`config.mk`:
```
export PLATFORM = sky130hd
export DESIGN_NAME = clock_set_ctrl_flat
export DESIGN_NICKNAME = d
export VERILOG_FILES = /design/src/rtl/clock_set_ctrl_if.sv /design/src/rtl/clock_set_ctrl.sv /design/src/flat_wrapper.sv
export SDC_FILE = /design/constraint.sdc
export NUM_CORES = 1
export LEC_CHECK = 0
export ABC_AREA = 1
export CAP_MARGIN = 15
export CORE_ASPECT_RATIO = 1.2
export CORE_MARGIN = 1.5
export CORE_UTILIZATION = 45
export CTS_BUF_LIST = sky130_fd_sc_hd__clkbuf_16
export DETAILED_ROUTE_END_ITERATION = 6
export PLACE_DENSITY = 0.77
export SLEW_MARGIN = 20
export SYNTH_ARGS = -nofsm -noshare
export SYNTH_HDL_FRONTEND = slang
export SYNTH_SLANG_ARGS = --single-unit
```
`constraint.sdc`:
```
create_clock -name CLOCK_50 -period 2.2 [get_ports CLOCK_50]
set_clock_uncertainty 0.15 [all_clocks]
set_input_delay 0.22 -clock CLOCK_50 [delete_from_list [all_inputs] [get_ports CLOCK_50]]
set_output_delay 0.22 -clock CLOCK_50 [all_outputs]
set_load 0.005 [all_outputs]
```
`src/rtl/clock_set_ctrl_if.sv`:
```
// Bus bundle for the clock set/alarm controller.
// The master side is the timebase/counter/buttons environment, the slave side is the controller.
interface clock_set_ctrl_if;
    logic       tick_1s;
    logic       btn_mode;
    logic       btn_inc;
    logic       alarm_en;
    logic [7:0] cur_hr;
    logic [7:0] cur_min;
    logic       cur_sec_zero;
    logic       run_en;
    logic       load;
    logic [7:0] ld_hr;
    logic [7:0] ld_min;
    logic [7:0] disp_hr;
    logic [7:0] disp_min;
    logic       blank_hr;
    logic       blank_min;
    logic [2:0] mode;
    logic       alarm_led;

    modport master (
        output tick_1s, btn_mode, btn_inc, alarm_en,
        output cur_hr, cur_min, cur_sec_zero,
        input  run_en, load, ld_hr, ld_min,
        input  disp_hr, disp_min, blank_hr, blank_min,
        input  mode, alarm_led
    );

    modport slave (
        input  tick_1s, btn_mode, btn_inc, alarm_en,
        input  cur_hr, cur_min, cur_sec_zero,
        output run_en, load, ld_hr, ld_min,
        output disp_hr, disp_min, blank_hr, blank_min,
        output mode, alarm_led
    );
endinterface

```
`src/rtl/clock_set_ctrl.sv`:
```
// Time-set / alarm-set mode controller for a BCD wall clock.
// Handles button edge detect, edit/alarm registers, blink and alarm ringing.
module clock_set_ctrl #(
    parameter int ALARM_SECS = 60
) (
    input logic             CLOCK_50,
    input logic             KEY0,
    clock_set_ctrl_if.slave bus
);

    typedef enum logic [2:0] {
        RUN     = 3'd0,
        SET_HR  = 3'd1,
        SET_MIN = 3'd2,
        AL_HR   = 3'd3,
        AL_MIN  = 3'd4
    } state_e;

    localparam int CW = (ALARM_SECS < 2) ? 1 : $clog2(ALARM_SECS + 1);
    localparam logic [CW-1:0] RING_LOAD = CW'(ALARM_SECS);
    localparam bit RING_ON = (ALARM_SECS != 0);

    function automatic logic [7:0] hr_inc(input logic [7:0] v);
        if (v == 8'h23) return 8'h00;
        if (v[3:0] == 4'd9) return {v[7:4] + 4'd1, 4'd0};
        return {v[7:4], v[3:0] + 4'd1};
    endfunction

    function automatic logic [7:0] min_inc(input logic [7:0] v);
        if (v == 8'h59) return 8'h00;
        if (v[3:0] == 4'd9) return {v[7:4] + 4'd1, 4'd0};
        return {v[7:4], v[3:0] + 4'd1};
    endfunction

    state_e        state_q, state_d;
    logic          mode_q, inc_q;
    logic [7:0]    edit_hr_q, edit_hr_d;
    logic [7:0]    edit_min_q, edit_min_d;
    logic [7:0]    alarm_hr_q, alarm_hr_d;
    logic [7:0]    alarm_min_q, alarm_min_d;
    logic [7:0]    disp_hr_q, disp_hr_d;
    logic [7:0]    disp_min_q, disp_min_d;
    logic          load_q, load_d;
    logic          blink_q, blink_d;
    logic          ring_q, ring_d;
    logic [CW-1:0] ring_cnt_q, ring_cnt_d;

    logic mode_p;
    logic inc_raw;
    logic inc_p;
    logic ring_stop;
    logic ring_start;
    logic in_run;

    // A mode press always wins; the coincident inc press is dropped.
    assign mode_p  = bus.btn_mode & ~mode_q;
    assign inc_raw = bus.btn_inc & ~inc_q;
    assign inc_p   = inc_raw & ~mode_p;
    assign in_run  = (state_q == RUN);

    always_comb begin
        state_d = state_q;
        unique case (state_q)
            RUN:     if (mode_p) state_d = SET_HR;
            SET_HR:  if (mode_p) state_d = SET_MIN;
            SET_MIN: if (mode_p) state_d = AL_HR;
            AL_HR:   if (mode_p) state_d = AL_MIN;
            AL_MIN:  if (mode_p) state_d = RUN;
            default: state_d = RUN;
        endcase
    end

    always_comb begin
        edit_hr_d   = edit_hr_q;
        edit_min_d  = edit_min_q;
        alarm_hr_d  = alarm_hr_q;
        alarm_min_d = alarm_min_q;
        if (in_run && mode_p) begin
            edit_hr_d  = bus.cur_hr;
            edit_min_d = bus.cur_min;
        end
        if (inc_p) begin
            unique case (state_q)
                SET_HR:  edit_hr_d   = hr_inc(edit_hr_q);
                SET_MIN: edit_min_d  = min_inc(edit_min_q);
                AL_HR:   alarm_hr_d  = hr_inc(alarm_hr_q);
                AL_MIN:  alarm_min_d = min_inc(alarm_min_q);
                default: ;
            endcase
        end
    end

    always_comb begin
        disp_hr_d  = alarm_hr_q;
        disp_min_d = alarm_min_q;
        unique case (state_q)
            RUN: begin
                disp_hr_d  = bus.cur_hr;
                disp_min_d = bus.cur_min;
            end
            SET_HR, SET_MIN: begin
                disp_hr_d  = edit_hr_q;
                disp_min_d = edit_min_q;
            end
            default: ;
        endcase
    end

    assign load_d  = (state_q == SET_MIN) && mode_p;
    assign blink_d = (state_d != state_q) ? 1'b0 : (blink_q ^ bus.tick_1s);

    // Leaving RUN is seen through state_d so the ring is cut on the same edge.
    assign ring_stop = ~bus.alarm_en
                     | (state_d != RUN)
                     | (in_run & inc_raw);

    assign ring_start = in_run
                      && (state_d == RUN)
                      && bus.alarm_en
                      && bus.tick_1s
                      && bus.cur_sec_zero
                      && (bus.cur_hr == alarm_hr_q)
                      && (bus.cur_min == alarm_min_q);

    always_comb begin
        ring_d     = ring_q;
        ring_cnt_d = ring_cnt_q;
        if (ring_q) begin
            if (ring_stop) begin
                ring_d     = 1'b0;
                ring_cnt_d = '0;
            end else if (bus.tick_1s) begin
                if (ring_cnt_q <= CW'(1)) begin
                    ring_d     = 1'b0;
                    ring_cnt_d = '0;
                end else begin
                    ring_cnt_d = ring_cnt_q - CW'(1);
                end
            end
        end else if (ring_start && RING_ON) begin
            ring_d     = 1'b1;
            ring_cnt_d = RING_LOAD;
        end
    end

    always_ff @(posedge CLOCK_50 or negedge KEY0) begin
        if (!KEY0) begin
            state_q     <= RUN;
            mode_q      <= 1'b0;
            inc_q       <= 1'b0;
            edit_hr_q   <= 8'h00;
            edit_min_q  <= 8'h00;
            alarm_hr_q  <= 8'h06;
            alarm_min_q <= 8'h30;
            disp_hr_q   <= 8'h00;
            disp_min_q  <= 8'h00;
            load_q      <= 1'b0;
            blink_q     <= 1'b0;
            ring_q      <= 1'b0;
            ring_cnt_q  <= '0;
        end else begin
            state_q     <= state_d;
            mode_q      <= bus.btn_mode;
            inc_q       <= bus.btn_inc;
            edit_hr_q   <= edit_hr_d;
            edit_min_q  <= edit_min_d;
            alarm_hr_q  <= alarm_hr_d;
            alarm_min_q <= alarm_min_d;
            disp_hr_q   <= disp_hr_d;
            disp_min_q  <= disp_min_d;
            load_q      <= load_d;
            blink_q     <= blink_d;
            ring_q      <= ring_d;
            ring_cnt_q  <= ring_cnt_d;
        end
    end

    assign bus.run_en    = (state_q != SET_HR) && (state_q != SET_MIN);
    assign bus.load      = load_q;
    assign bus.ld_hr     = edit_hr_q;
    assign bus.ld_min    = edit_min_q;
    assign bus.disp_hr   = disp_hr_q;
    assign bus.disp_min  = disp_min_q;
    assign bus.blank_hr  = blink_q && ((state_q == SET_HR) || (state_q == AL_HR));
    assign bus.blank_min = blink_q && ((state_q == SET_MIN) || (state_q == AL_MIN));
    assign bus.mode      = state_q;
    assign bus.alarm_led = ring_q;

endmodule

```
`src/flat_wrapper.sv`:
```
// flat-port wrapper written by rule: the top's interface ports become plain ports
module clock_set_ctrl_flat 
#(
    parameter int ALARM_SECS = 60
)
  (CLOCK_50, KEY0, bus_tick_1s, bus_btn_mode, bus_btn_inc, bus_alarm_en, bus_cur_hr, bus_cur_min, bus_cur_sec_zero, bus_run_en, bus_load, bus_ld_hr, bus_ld_min, bus_disp_hr, bus_disp_min, bus_blank_hr, bus_blank_min, bus_mode, bus_alarm_led);
  clock_set_ctrl_if bus_i ();
  input logic CLOCK_50;
  input logic KEY0;
  input wire logic [$bits(bus_i.tick_1s)-1:0] bus_tick_1s;
  input wire logic [$bits(bus_i.btn_mode)-1:0] bus_btn_mode;
  input wire logic [$bits(bus_i.btn_inc)-1:0] bus_btn_inc;
  input wire logic [$bits(bus_i.alarm_en)-1:0] bus_alarm_en;
  input wire logic [$bits(bus_i.cur_hr)-1:0] bus_cur_hr;
  input wire logic [$bits(bus_i.cur_min)-1:0] bus_cur_min;
  input wire logic [$bits(bus_i.cur_sec_zero)-1:0] bus_cur_sec_zero;
  output wire logic [$bits(bus_i.run_en)-1:0] bus_run_en;
  output wire logic [$bits(bus_i.load)-1:0] bus_load;
  output wire logic [$bits(bus_i.ld_hr)-1:0] bus_ld_hr;
  output wire logic [$bits(bus_i.ld_min)-1:0] bus_ld_min;
  output wire logic [$bits(bus_i.disp_hr)-1:0] bus_disp_hr;
  output wire logic [$bits(bus_i.disp_min)-1:0] bus_disp_min;
  output wire logic [$bits(bus_i.blank_hr)-1:0] bus_blank_hr;
  output wire logic [$bits(bus_i.blank_min)-1:0] bus_blank_min;
  output wire logic [$bits(bus_i.mode)-1:0] bus_mode;
  output wire logic [$bits(bus_i.alarm_led)-1:0] bus_alarm_led;
  assign bus_i.tick_1s = bus_tick_1s;
  assign bus_i.btn_mode = bus_btn_mode;
  assign bus_i.btn_inc = bus_btn_inc;
  assign bus_i.alarm_en = bus_alarm_en;
  assign bus_i.cur_hr = bus_cur_hr;
  assign bus_i.cur_min = bus_cur_min;
  assign bus_i.cur_sec_zero = bus_cur_sec_zero;
  assign bus_run_en = bus_i.run_en;
  assign bus_load = bus_i.load;
  assign bus_ld_hr = bus_i.ld_hr;
  assign bus_ld_min = bus_i.ld_min;
  assign bus_disp_hr = bus_i.disp_hr;
  assign bus_disp_min = bus_i.disp_min;
  assign bus_blank_hr = bus_i.blank_hr;
  assign bus_blank_min = bus_i.blank_min;
  assign bus_mode = bus_i.mode;
  assign bus_alarm_led = bus_i.alarm_led;
  clock_set_ctrl #(.ALARM_SECS(ALARM_SECS)) u_core (.CLOCK_50(CLOCK_50), .KEY0(KEY0), .bus(bus_i));
endmodule
```
Word level (Yosys, flattened, before mapping)
Cells that the tools add are included.
{"block": "op_classes", "add_sub_neg": 9, "magnitude_cmp": 1, "eq_ne": 20, "mux": 69, "bitwise_logic": 11, "reduce_logical": 25}
{"op": "$mux W8", "count": 22}
{"op": "$mux W1", "count": 34}
{"op": "$add A4 B1 Y4 const B", "count": 8}
{"op": "$pmux W8 S2", "count": 2}
{"op": "$mux W6", "count": 5}
{"op": "$eq A4 B4 Y1 const B", "count": 4}
{"op": "$eq A8 B6 Y1 const B", "count": 2}
{"op": "$eq A8 B7 Y1 const B", "count": 2}
{"op": "$eq A8 B8 Y1", "count": 2}
{"op": "$mux W3", "count": 5}
{"op": "$pmux W3 S5", "count": 1}
{"op": "$logic_and A1 B1 Y1", "count": 11}
{"op": "$ne A4 B4 Y1 const B", "count": 2}
{"op": "$eq A3 B2 Y1 const B", "count": 2}
{"op": "$le A6 B1 Y1 const B", "count": 1}
{"op": "$logic_not A3 Y1", "count": 2}
{"op": "$reduce_and A2 Y1", "count": 3}
{"op": "$reduce_and A3 Y1", "count": 2}
{"op": "$reduce_bool A2 Y1", "count": 3}
{"op": "$sub A6 B1 Y6 const B", "count": 1}
{"op": "$and A1 B1 Y1", "count": 4}
{"op": "$not A1 Y1", "count": 4}
{"op": "$eq A3 B1 Y1 const B", "count": 1}
{"op": "$eq A3 B3 Y1 const B", "count": 1}
{"op": "9 further kinds", "count": 11}
{"block": "totals", "ff_bits": 62, "output_inout_bits": 40, "elab_cells": 152}

Longest topological paths before layout
{"block": "depth", "depth_word": 13, "mapped_depth": 12, "depth_no_buf": 11}

Least setup slack after synthesis
OpenSTA, ideal clock, no wires.
{"block": "synth_timing", "path_kind": "register to register", "start": "register u_core.state_q[2], in the netlist u_core.bus.mode[2]", "end": "register u_core.ring_cnt_q[3]", "setup_time_ns": 0.117, "arrival_time_ns": 1.428, "setup_slack_ns": 0.505, "stages_incl_launch_ff": 12, "path_buffers": 1, "cell_sequence": "dfrtp_1 -> inv_2 -> nand2_4 -> nor2_2 -> nand2_1 -> and2_4 -> buf_6 -> and2_4 -> nand2_4 -> nand2_4 -> nand2_1 -> nand2_1"}
{"block": "synth_via", "elab_chain_len": 11, "word_cells_on_any_way": 27, "cone_classes": "eq/ne: 5; mux: 8; bitwise: 3; reduce/logical: 11"}
{"element": "start: declaration", "line": "clock_set_ctrl.sv:35", "text": "state_e state_q, state_d;"}
{"element": "start signal: assignment", "line": "clock_set_ctrl.sv:162", "text": "state_q <= state_d;"}
{"element": "$eq A3 B3 Y1, or another cell as far along", "line": "clock_set_ctrl.sv:63", "text": "unique case (state_q)"}
{"element": "$pmux W3 S5", "line": "clock_set_ctrl.sv:63"}
{"element": "$logic_not A3 Y1", "line": "clock_set_ctrl.sv:118", "text": "&& (state_d == RUN)"}
{"element": "$logic_and A1 B1 Y1", "line": "clock_set_ctrl.sv:118"}
{"element": "$logic_and A1 B1 Y1", "line": "clock_set_ctrl.sv:119", "text": "&& bus.alarm_en"}
{"element": "$logic_and A1 B1 Y1", "line": "clock_set_ctrl.sv:120", "text": "&& bus.tick_1s"}
{"element": "$logic_and A1 B1 Y1", "line": "clock_set_ctrl.sv:121", "text": "&& bus.cur_sec_zero"}
{"element": "$logic_and A1 B1 Y1", "line": "clock_set_ctrl.sv:122", "text": "&& (bus.cur_hr == alarm_hr_q)"}
{"element": "$logic_and A1 B1 Y1", "line": "clock_set_ctrl.sv:123", "text": "&& (bus.cur_min == alarm_min_q);"}
{"element": "$reduce_bool A2 Y1 (no line)"}
{"element": "$reduce_and A2 Y1 (no line)"}
{"element": "end signal: assignment", "line": "clock_set_ctrl.sv:174", "text": "ring_cnt_q <= ring_cnt_d;"}
{"element": "end: declaration", "line": "clock_set_ctrl.sv:46", "text": "logic [CW-1:0] ring_cnt_q, ring_cnt_d;"}
Several ways; a longest one is shown, not always the timed one.
A chain may end at the register's enable or synchronous reset.

Worst setup path after layout
{"block": "layout_timing", "start": "register u_core.state_q[1], in the netlist u_core.bus.mode[1]", "end": "output port bus_run_en"}
{"block": "layout_via", "elab_chain_len": 2, "word_cells_on_any_way": 3, "cone_classes": "eq/ne: 2; reduce/logical: 1"}
{"element": "$ne A3 B1 Y1 or $ne A3 B2 Y1 (tied branches)", "line": "clock_set_ctrl.sv:178", "text": "assign bus.run_en = (state_q != SET_HR) && (state_q != SET_MIN);"}
{"element": "$logic_and A1 B1 Y1 *", "line": "clock_set_ctrl.sv:178"}
{"element": "end: declaration", "line": "flat_wrapper.sv:17", "text": "output wire logic [$bits(bus_i.run_en)-1:0] bus_run_en;"}
Every way passes the cells marked *; elsewhere a longest branch is shown, timed or not.

==> results.yml <==
global_routing:
  antenna_found_initial: 0
  grt_pass1_wl_mm: 16.4
  overflow: 0
  grt_pass1_vias: 3576
  gr-usage-all-layers_pct: 23.9
  grt_max_degree: 63
pwr:
  powerDensity_mw_per_mm2: 1290
  p_leak_nw: 2.32
  intPower_mw: 3.90
  vdd_drop_max_uv: 564
  seqPwrFrac_pct: 32.6
  p_sw_share_pct: 38.2
  p_comb_share_pct: 43.1
  clkPwrFrac_pct: 24.4
  switching_power_mw: 2.42
sta:
  fmax_ghz: 0.475
  worstMarginPinSlew_ns: 0.427
  final-setup-viol-count: 0
  grt_setup_unrepaired: "false"
  setup_slack_ns: 0.0940
  final.setup.tns_ns: 0
  finalHoldViolCount: 0
  min_period_ns: 2.11
  max_slew_margin_pct: 71.4
  hold_ws_ns: 0.209
  period_share_pct: 95.7
  drv_slew: 0
layout:
  nNetsFinal: 581
  fin_cells: 640
  multi_input_area_mm2: 0.00190
  diodes: 0
  drive_above_1_share_pct: 12.5
  post-route-cell-area_mm2: 0.00489
  seq_area_mm2: 0.00156
  area_delta_synth_final_pct: 30.4
  final_common_cell: "nand2_1"
  fillers: 683
  layout_common_cells: "nand2_1, inv_1, clkdlybuf4s50_1"
critical_path:
  max_stage_delay_ns: 0.49
  crit_family: "buffers and inverters"
  path_cells: "inv_2, nor2_2, nand2_2, nand2_1, inv_4, clkdlybuf4s50_1"
  crit_arrival_ns: 1.74
  crit_buf_inv: 3
  crit_path_max_fanout: 4
  critPathSlowestCell: "clkdlybuf4s50_1"
  cp-end-kind: "output port"
  criticalPathCategory: "flop to output port"
  critPathLaunchType: "flop"
  required_ns: 1.83
synth:
  muxShareOfSynthArea_pct: 0
  synthesis.nets: 503
  netlist_instances: 462
  yosys.area_share.adder_pct: 6.00
  synth_cell_types: 41
  synth-xor-area-share_pct: 4.67
  netlist.area_leader.share_pct: 38.7
  syn_area_mm2: 0.00375
  avgSynthCellArea_um2: 8.12
  yosysTopAreaCell: "dfrtp_1"
  seq_area_frac_synth_pct: 41.5
  synth_compound_area_share_pct: 14.9
  synth_top_family_by_area: "simple AND/OR/NAND/NOR gates"
  synth_area_leaders: "dfrtp_1, nand2_1, inv_1"
  synth_seq_cells: 62
  yosys.area_share.simple_pct: 24.8
  yosys_warnings: 0
floorplan:
  fp.dieW_um: 86.4
  floorplan.rows: 36
  dieHeight_um: 103
  core-area_mm2: 0.00811
  die_area_mm2: 0.00890
  io_pins: 63
  initial_core_util_pct: 46.3
place:
  gp_congestion: 0.935
  post-place-ws_ns: 0.0308
  place_inst: 621
  port_buffers: 62
  place_area_mm2: 0.00452
  dp_hpwl_mm: 7.23
cts:
  cts.reportedPaths.clkPinSlew_ns: 0.05
  cts_tree: "built"
  numClockSinks: 62
  cts-root-buf: "clkbuf_16"
  cts_buffers: 9
  insertion_delay_ns: 0.34
  htree_levels: 3
  clockBufferDepth: 2
routing:
  initialDrtViolationCount: 233
  wl_per_cell_um: 15.5
  routed_wl_mm: 9.93
  dr.pass1.iters: 5
  viasPerCell: 5.56
  ant_nets: 0
  drcViolationCount: 0
  num_vias: 3558
hold_path:
  hp-class: "primary input to flop"
flow_run:
  max_cap_violations: 0
status:
  outcome: "finished clean"
[power groups by stage]
stage               combinational, mW  sequential (mW)  clock (mW)
CTS                              2.71             2.05        1.56
floorplan                        1.45             1.97           0
finish                           2.72             2.06        1.54
global placement                 2.57             2.04           0
detailed placement               2.62             2.06           0
global route                     3.01             2.11        1.62
[state kept, by name, summed over array words and instances, names as in the netlist, 3 cells and up]
name                 count
u_core.bus.ld_min        8
u_core.alarm_min_q       8
u_core.bus.disp_hr       8
u_core.ring_cnt_q        6
u_core.bus.ld_hr         8
u_core.bus.disp_min      8
u_core.bus.mode          3
u_core.alarm_hr_q        8
[repair_timing]
item / 4_1_cts / 5_1_grt
resized for setup: 4 / 5
hold buffers: 1 / 0
setup endpoints to repair: 2 / 3
buffers inserted: 2 / 0
endpoints found under the hold margin: 58 / 0
[layer usage]
metal	global-route usage (%)	part of all wire [%]	vias to the layer above
li1	-	-	1708
met1	26.9	40	1670
met2	40.7	50	141
met3	6.81	6.1	39
met4	13.5	3.9	0
met5	0	0	-
[synth_stat cells (all sizes together)]
master and count:
a211oi 1, a21oi 9, a22oi 13, a31o 1
a31oi 1, and2 2, buf 4, clkbuf 2
clkinv 1, dfrtp 58, dfstp 4, ha 18
inv 70, nand2 97, nand3 36, nand4 9
nor2 43, nor3 6, nor3b 1, o2111ai 2
o21ai 36, o21bai 1, o221ai 9, o22ai 12
o311ai 1, o31ai 3, or2 2, xnor2 10
xor2 10
[stage by stage]
| step | power, mW | utilization, % |
|---|---|---|
| global route | 6.74 | 60.4 |
| finish | 6.32 | 60.4 |
| floorplan | 3.43 | - |
| detailed placement | 4.68 | 55.8 |
| CTS | 6.32 | 60.2 |
| global placement | 4.61 | 55.8 |
[final cells by class]
| cell class | instances | share of cell area, % |
|---|---|---|
| multi-input cells | 323 | 38.9 |
| well taps | 95 | 2.43 |
| clock inverters | 7 | 2.02 |
| flip-flops and latches | 62 | 31.9 |
| inverters | 71 | 5.55 |
| clock buffers | 9 | 4.60 |
| repair buffers | 73 | 14.6 |
[logic make-up (layout without fill, tap and decap cells)]
family	count (synthesis)	after routing
simple gates	196	196
compound gates	89	89
buf+inv	77	160
flops	62	62
xor+xnor	20	20
fa+ha+maj	18	18
[final timing paths]
kind,cells after the start,from,slack [ns],to
worst min-delay path,1,bus_btn_inc,0.21,u_core.inc_q
max in group asynchronous,3,KEY0,1.31,u_core.alarm_min_q[5]
min in group asynchronous,3,KEY0,0.26,u_core.bus.ld_min[3]
worst max-delay path,6,u_core.bus.mode[1],0.09,bus_run_en
worst min register to register,2,u_core.ring_cnt_q[2],0.39,u_core.ring_cnt_q[2]
worst max register to register,9,u_core.bus.ld_hr[1],0.15,u_core.bus.ld_hr[6]
(Power assumes the default switching activity.)
